**config.mk**
```make
export PLATFORM = sky130hd
export DESIGN_NAME = adc_spi_responder
export DESIGN_NICKNAME = d
export VERILOG_FILES = /design/src/rtl/adc_spi_responder.sv
export SDC_FILE = /design/constraint.sdc
export NUM_CORES = 1
export LEC_CHECK = 0
export BUFFER_PORTS_ARGS = -buffer_cell sky130_fd_sc_hd__buf_4
export CAP_MARGIN = 25
export CORE_MARGIN = 2
export CORE_UTILIZATION = 35
export CTS_BUF_LIST = sky130_fd_sc_hd__clkbuf_8
export DETAILED_ROUTE_END_ITERATION = 16
export GPL_ROUTABILITY_DRIVEN = 0
export GPL_TIMING_DRIVEN = 1
export PLACE_DENSITY = 0.62
export SLEW_MARGIN = 20
export SYNTH_ARGS = -nofsm -noshare
export SYNTH_HDL_FRONTEND = slang
export SYNTH_SLANG_ARGS = --single-unit
```
**constraint.sdc**
```tcl
create_clock -name clk -period 3.1 [get_ports clk]
set_clock_uncertainty 0.2 [all_clocks]
set_input_delay 0.465 -clock clk [delete_from_list [all_inputs] [get_ports clk]]
set_output_delay 0.465 -clock clk [all_outputs]
set_load 0.01 [all_outputs]
```
**src/rtl/adc_spi_responder.sv**
```systemverilog
// adc_spi_responder
// Device-side model of an LTC2308-style 12-bit, 8-channel SPI ADC. It
// decodes the 6-bit config word {SD, OS, S1, S0, UNI, SLP} shifted in on
// adc_din and shifts the previous frame's result out on adc_dout, MSB first.
// The result is pipelined by one frame, as on the real part.
//
// Ports:
//   clk            system clock, at least 4x the SCLK frequency
//   reset_n        asynchronous active-low reset
//   adc_sclk       SPI clock from the controller (asynchronous)
//   adc_cs_n       frame select, active low (asynchronous)
//   adc_din        config bits, MSB first (asynchronous)
//   adc_dout       result bits, MSB first (registered)
//   chan_data      eight 12-bit channel values, channel n at [12n+11:12n]
//   cfg            last committed config word
//   cfg_valid      one-cycle pulse when cfg is committed
//   frame_count    number of committed frames, wraps 0xFFFF -> 0
//   conv_violation sticky flag: a frame started during the conversion time
//   fsm_state      debug view of the frame FSM (0 idle, 1 shift, 2 conv)
//
// Optional feature macro: ADC_RESP_NOISE_EN adds a 16-bit LFSR whose two
// LSBs perturb result[1:0] at every committed frame (sleep result stays 0).
module adc_spi_responder #(
    parameter int CONV_CYCLES = 80
) (
    input  logic        clk,
    input  logic        reset_n,
    input  logic        adc_sclk,
    input  logic        adc_cs_n,
    input  logic        adc_din,
    output logic        adc_dout,
    input  logic [95:0] chan_data,
    output logic [5:0]  cfg,
    output logic        cfg_valid,
    output logic [15:0] frame_count,
    output logic        conv_violation,
    output logic [1:0]  fsm_state
);

    typedef enum logic [1:0] {IDLE = 2'd0, SHIFT = 2'd1, CONV = 2'd2} state_t;

    localparam logic [15:0] TIMER_LAST = 16'(CONV_CYCLES - 1);

    state_t      state, state_next;
    logic [2:0]  sclk_sr, cs_sr, din_sr;   // [0]=FF1, [1]=FF2, [2]=edge reg
    logic        sclk_rise, sclk_fall, cs_fall, cs_rise;
    logic        enter_shift, frame_end, commit;
    logic [5:0]  cfg_sr;
    logic [11:0] out_sr;
    logic [11:0] result, new_result, ch_val;
    logic [2:0]  ch_idx;
    logic [3:0]  rcnt, fcnt;
    logic [15:0] timer;
    logic [1:0]  noise;

    assign sclk_rise = sclk_sr[1] & ~sclk_sr[2];
    assign sclk_fall = ~sclk_sr[1] & sclk_sr[2];
    assign cs_fall   = ~cs_sr[1] & cs_sr[2];
    assign cs_rise   = cs_sr[1] & ~cs_sr[2];
    assign fsm_state = state;

    always_ff @(posedge clk or negedge reset_n) begin
        if (!reset_n) begin
            sclk_sr <= 3'b000;
            cs_sr   <= 3'b111;
            din_sr  <= 3'b000;
        end else begin
            sclk_sr <= {sclk_sr[1:0], adc_sclk};
            cs_sr   <= {cs_sr[1:0], adc_cs_n};
            din_sr  <= {din_sr[1:0], adc_din};
        end
    end

    always_ff @(posedge clk or negedge reset_n) begin
        if (!reset_n) state <= IDLE;
        else          state <= state_next;
    end

    always_comb begin
        state_next  = state;
        enter_shift = 1'b0;
        frame_end   = 1'b0;
        case (state)
            IDLE: begin
                if (cs_fall) begin
                    state_next  = SHIFT;
                    enter_shift = 1'b1;
                end
            end
            SHIFT: begin
                if (cs_rise) begin
                    state_next = CONV;
                    frame_end  = 1'b1;
                end
            end
            CONV: begin
                if (cs_fall) begin
                    state_next  = SHIFT;
                    enter_shift = 1'b1;
                end else if (timer == TIMER_LAST) begin
                    state_next = IDLE;
                end
            end
            default: state_next = IDLE;
        endcase
    end

    assign commit = frame_end && (rcnt >= 4'd6);

    // Differential mode (SD=0) always reads the even channel of the pair.
    always_comb begin
        ch_idx = cfg_sr[5] ? {cfg_sr[3], cfg_sr[2], cfg_sr[4]}
                           : {cfg_sr[3], cfg_sr[2], 1'b0};
        ch_val = chan_data[12*ch_idx +: 12];
        new_result = ch_val ^ (cfg_sr[1] ? 12'h000 : 12'h800);
        new_result[1:0] = new_result[1:0] ^ noise;
        if (cfg_sr[0]) new_result = 12'h000;
    end

`ifdef ADC_RESP_NOISE_EN
    logic [15:0] lfsr;
    always_ff @(posedge clk or negedge reset_n) begin
        if (!reset_n)    lfsr <= 16'hACE1;
        else if (commit) lfsr <= {lfsr[14:0], lfsr[15] ^ lfsr[13] ^ lfsr[12] ^ lfsr[10]};
    end
    assign noise = lfsr[1:0];
`else
    assign noise = 2'b00;
`endif

    always_ff @(posedge clk or negedge reset_n) begin
        if (!reset_n) begin
            adc_dout       <= 1'b0;
            cfg            <= 6'b100010;
            cfg_valid      <= 1'b0;
            frame_count    <= 16'd0;
            conv_violation <= 1'b0;
            result         <= 12'h000;
            out_sr         <= 12'h000;
            cfg_sr         <= 6'd0;
            rcnt           <= 4'd0;
            fcnt           <= 4'd0;
            timer          <= 16'd0;
        end else begin
            cfg_valid <= commit;
            if (enter_shift) begin
                out_sr   <= result;
                adc_dout <= result[11];
                rcnt     <= 4'd0;
                fcnt     <= 4'd0;
                if (state == CONV) conv_violation <= 1'b1;
            end else if (state == SHIFT) begin
                if (sclk_rise) begin
                    if (rcnt < 4'd6) cfg_sr <= {cfg_sr[4:0], din_sr[1]};
                    if (rcnt != 4'd15) rcnt <= rcnt + 4'd1;
                end
                if (sclk_fall) begin
                    out_sr   <= {out_sr[10:0], 1'b0};
                    // After the 12th falling edge the line is held low.
                    adc_dout <= (fcnt < 4'd11) ? out_sr[10] : 1'b0;
                    if (fcnt != 4'd15) fcnt <= fcnt + 4'd1;
                end
            end
            if (frame_end) begin
                timer <= 16'd0;
            end else if (state == CONV && timer != TIMER_LAST) begin
                timer <= timer + 16'd1;
            end
            if (commit) begin
                cfg         <= cfg_sr;
                result      <= new_result;
                frame_count <= frame_count + 16'd1;
            end
        end
    end

endmodule

```
# Word level (Yosys, flattened, before mapping)

Cells that the tools add are included.

$add $sub $neg: 4
$mul: 1
Divide/modulo/power cells: 0
Order comparisons: 3
Equal/unequal tests: 9
Shift operators: 1
Multiplexer cells: 29
Bitwise logic cells: 10
Reductions and logical operators: 16

Operator list:

| cell                                                                     | number |
|---|---|
| 96-bit by 8-bit variable part select with 12-bit output                  | 1 |
| 11-bit 2-to-1 mux                                                        | 3 |
| 16-bit by 1-bit adder with 16-bit output, second input constant          | 2 |
| 16-bit 2-to-1 mux                                                        | 2 |
| 4-bit 2-to-1 mux                                                         | 8 |
| 12-bit 2-to-1 mux                                                        | 2 |
| 16-bit by 7-bit equality test with 1-bit output, second input constant   | 1 |
| 16-bit by 7-bit inequality test with 1-bit output, second input constant | 1 |
| 2-bit nonzero test                                                       | 6 |
| 12-bit XOR                                                               | 1 |
| 1-bit 2-to-1 mux                                                         | 9 |
| 3-bit AND reduction                                                      | 3 |
| 4-bit by 1-bit adder with 4-bit output, second input constant            | 2 |
| 2-bit 2-to-1 mux                                                         | 4 |
| 4-bit inequality test, second input constant                             | 2 |
| 2-bit one-hot mux with 3 select lines                                    | 1 |
| 2-bit by 3-bit multiplier with 5-bit output, first input constant        | 1 |
| 1-bit NOT                                                                | 5 |
| 1-bit bitwise AND                                                        | 4 |
| 4-bit by 3-bit >= comparator with 1-bit output, second input constant    | 1 |
| 4-bit by 3-bit < comparator with 1-bit output, second input constant     | 1 |
| 4-bit < comparator, second input constant                                | 1 |
| 2-bit inequality test, second input constant                             | 2 |
| 2-bit AND reduction                                                      | 2 |
| other kinds (7)                                                          | 8 |

Register bits: 88
Bits in latches: 0
RAM bits: 0
Bits in read-only memories: 0
Input bits: 101
Word-level logic and storage cells: 88
Memories kept: 0

# Depth between registers and ports, before layout

Depth in word-level cells: 6
Gate-level depth with buffers: 8
Depth with buffers taken out: 7

# Least setup slack after synthesis

OpenSTA, ideal clock, no wires.

Path kind: register to register
Start: reg timer[0]
End: reg timer[7]
Library setup time: 0.083 ns
Arrival time: 1.609 ns
Required time: 2.817 ns
Path slack: 1.208 ns
Cell stages (with the launch flop): 7
Clock period less this slack: 1.892 ns
Cells stage by stage: dfrtp_1 > ha_1 > and3_1 > nand4_1 > nand4bb_1 > or4_1 > o21ai_0

Longest elaborated chain between the ends: 3

RTL lines:

| item                                                                                                          | RTL line | source |
|---|---|---|
| from (decl)                                                                                                   | 53       | `logic [15:0] timer;` |
| from (signal assigned)                                                                                        | 167      | `timer <= timer + 16'd1;` |
| 16-bit by 1-bit adder with 16-bit output or 16-bit by 7-bit inequality test with 1-bit output (tied branches) | 167, 166 |  |
| 16-bit 2-to-1 mux or 1-bit logical AND (tied branches)                                                        | 166      | `end else if (state == CONV && timer != TIMER_LAST) begin` |
| 16-bit 2-to-1 mux or 2-bit nonzero test (tied branches)                                                       | -        |  |

Several ways; a longest one is shown, not always the timed one. The select of a mux whose other input is x is not followed.
A chain may end at the register's enable or synchronous reset.

# Worst setup path in the final report

Start: reg cs_sr[1]
End: reg result[4]

Longest elaborated chain between the ends: 4

RTL lines:

| item                   | RTL line | source |
|---|---|---|
| from (decl)            | 45       | `logic [2:0] sclk_sr, cs_sr, din_sr;` |
| from (signal assigned) | 69       | `cs_sr <= {cs_sr[1:0], adc_cs_n};` |
| 1-bit bitwise AND      | 59       | `assign cs_rise = cs_sr[1] & ~cs_sr[2];` |
| 1-bit 2-to-1 mux       | 91       | `if (cs_rise) begin` |
| 1-bit 2-to-1 mux       | 83       | `case (state)` |
| 1-bit logical AND      | 108      | `assign commit = frame_end && (rcnt >= 4'd6);` |
| to (signal assigned)   | 171      | `result <= new_result;` |
| to (decl)              | 50       | `logic [11:0] result, new_result, ch_val;` |

Every way passes these cells.

==> impl_metrics.yaml <==
critical_path:
  regToRegStartpoint: "cs_sr[1]"
  path_class: "reg2reg"
  path_max_fanout: 13
  r2r-end: "result[4]"
  cp.required_ns: 3.17
  cp-end-kind: "register"
  critPathMaxStageDelay_ns: 0.56
  crit_path_start_kind: "register"
  crit_chain: "and4bb_1, o21ai_1, inv_1, nand2b_1, o21ai_0"
  reg2reg_depth: 5
  arrival_ns: 2.25
  cp_slowest_cell: "dfstp_2"
  rrSetupSlack_ns: 0.93
finish:
  fillers: 1182
  syn_to_final_growth_pct: 31.01
  stdcell_count: 693
  layout_commonest_cell: "buf_4"
  drive_gt1_share_pct: 36.08
  nNetsFinal: 622
  antenna_cells: 0
  utilization_pct: 46.43
  design_area_sq_mm: 0.005788
  layout_common_cells: "buf_4 (131), dfrtp_1 (83), nand2_1 (60)"
hold_path:
  hold_end: "sclk_sr[1]"
  hold-path-cell-count: 0
  holdCritPathClass: "reg2reg"
  min_from: "sclk_sr[0]"
clock_network:
  cts.sink_count: 88
  clock-root-buffer: "clkbuf_8"
  htree_levels: 3
  cts_made_buffers: 9
  post_cts_buffers: 0
  clockBufferDepth: 2
  path_clk_slew_ns: 0.09
  clkLatencyLatePin_ns: 0.35
  cts_tree: "yes"
timing:
  hold_viol_final: 0
  slew_headroom_pct: 49.76
  setup_tns_ns: 0
  whs_ns: 0.1550
  finalSetupViolations: 0
  worst_pin_slew_ns: 0.7536
  min_period_ns: 2.174
  max_freq_mhz: 460.0
  slew_viol_final: 0
  period_share_pct: 70.13
  rsz0062_at_grt: "no"
placed_design:
  place_area_sq_mm: 0.005554
  place_inst: 673
  dpl.hpwl_um: 7612
  portBuffers: 127
die:
  io_pins: 128
  core.rowCount: 41
  dieArea_sq_mm: 0.01354
  core_sq_mm: 0.01247
  die_w_um: 116.4
  start_util_pct: 35.44
  die_y_um: 116.4
power:
  pwr_density_cell_mw_per_mm2: 525.5
  leakagePower_nw: 2.721
  ir_worst_vdd_mv: 0.2675
grt:
  grt_use_met3_pct: 4.670
  antenna_found_initial: 0
  use_met1_pct: 19.18
  use_met2_pct: 27.67
  globalRoute.busiestLayer: "met2"
  grt_use_total_pct: 15.77
  grt_max_degree: 50
  grt_pass1_vias: 3588
  grt_overflow: 0
  grt_pass1_wl_um: 16860
synth:
  syn_inst: 385
  ys_warn_count: 0
  syn-cell-area_sq_mm: 0.004418
  synth_edf_count: 0
  syn-num-nets: 491
  yosysUniqueCellTypes: 51
  synth_seq_cells: 88
  synth_top_flop_cell: "dfrtp_1"
  syn_area_per_cell_sq_um: 11.48
  synthArstFlopShare_pct: 100.0
  seq_area_frac_synth_pct: 49.99
detailed_routing:
  via_count: 3416
  drc: 0
  dr.pass1.iters: 5
  drt_iter0_drc: 219
  wire_per_inst_um: 14.37
  vias_per_cell: 4.929
  wirelength_um: 9960
  antenna_left: 0
flow_run:
  cap_violations: 0
status:
  status: "finished clean"
## registers in the layout (all words and copies together), names as in the netlist
name and count:
timer 16, result 12, cfg_valid 1, sclk_sr 3, fsm_state 2, fcnt 4, frame_count 16, out_sr 11
rcnt 4, cs_sr 3, cfg 6, cfg_sr 6, din_sr 2, conv_violation 1, adc_dout 1
## final cells by class
cell class	instances	area, sq um	area share (%)
Multi-Input combinational cell	277	2112	36.49
Clock buffer	9	123.9	2.140
Clock inverter	7	70.07	1.211
Tap cell	172	215.2	3.718
Inverter	4	15.01	0.2594
Sequential cell	88	2208	38.15
Timing Repair Buffer	136	1044	18.03
## kinds of logic (layout without fill, tap and decap cells)
family | after synthesis | after routing | synth area share, %
adders and majority gates | 5 | 5 | 1.416
xor gates and xnor gates | 32 | 32 | 6.344
buffers and inverters | 20 | 156 | 2.209
and+or+nand+nor | 156 | 156 | 17.64
DFF | 88 | 88 | 49.99
muxes | 43 | 43 | 16.71
AOI/OAI and AO/OA | 41 | 41 | 5.693
## through the flow
step	setup slack, ns	total power [mW]
2_1_floorplan	1.208	2.026
3_3_place_gp	0.9890	2.269
3_5_place_dp	0.9031	2.296
4_1_cts	0.8925	3.087
5_1_grt	0.6351	3.245
6_report	0.9260	3.042
## cells in the mapped netlist (2+ instances only)
master	number	area (sq um)
or3_1	2	12.51
mux2i_1	13	130.1
inv_1	4	15.01
o22ai_1	8	50.05
clkbuf_1	6	22.52
ha_1	5	62.56
nor2_1	39	146.4
and3_1	4	25.02
mux2_2	6	67.56
xnor2_1	16	140.1
o21ai_0	19	95.09
mux4_2	24	540.5
dfrtp_1	83	2077
dfstp_2	5	131.4
nand2b_1	3	18.77
nand4_1	9	56.30
a21oi_1	4	20.02
nand4bb_1	2	22.52
nor2b_1	2	12.51
nand2_1	60	225.2
and4_1	3	26.28
xor2_1	16	140.1
nor4_1	2	12.51
and2b_1	2	15.01
buf_4	2	15.01
nand3_1	13	65.06
nor3_1	3	15.01
a22oi_1	2	15.01
buf_2	6	30.03
## worst max-delay path by stage
stage | startpoint | end | slack [ns] | cells after the start
2_1_floorplan | timer[0] | timer[7] | 1.21 | 6
3_3_place_gp | cfg_sr[3] | result[11] | 0.99 | 4
3_5_place_dp | fsm_state[1] | result[5] | 0.90 | 5
4_1_cts | cs_sr[1] | result[5] | 0.89 | 5
5_1_grt | cs_sr[1] | result[4] | 0.64 | 5
6_report | cs_sr[1] | result[4] | 0.93 | 5
## worst max-delay path, delay by kind of cell, from the launching register on
family                 cells  cell delay [ns]
DFF                        1             0.56
AOI/OAI and AO/OA          2             0.38
buffers and inverters      1             0.31
and+or+nand+nor            2             0.65
## power breakdown
part	internal, mW	switching, mW	total (mW)
logic	0.482	0.329	0.811
clock network	0.374	0.401	0.775
registers	1.29	0.165	1.46
## what timing repair did
| action | in CTS | in global routing |
|---|---|---|
| setup endpoints to repair | 0 | 0 |
| resized for setup | 0 | 0 |
| hold endpoints to repair | 37 | 2 |
| hold buffers | 2 | 2 |
## layer usage
layer	part of all wire [%]	routed length (um)
met3	5.8	582
met2	52	5141
met1	42	4150
met5	0	0
met4	0.86	86
Power figures use the tool's default switching activity.
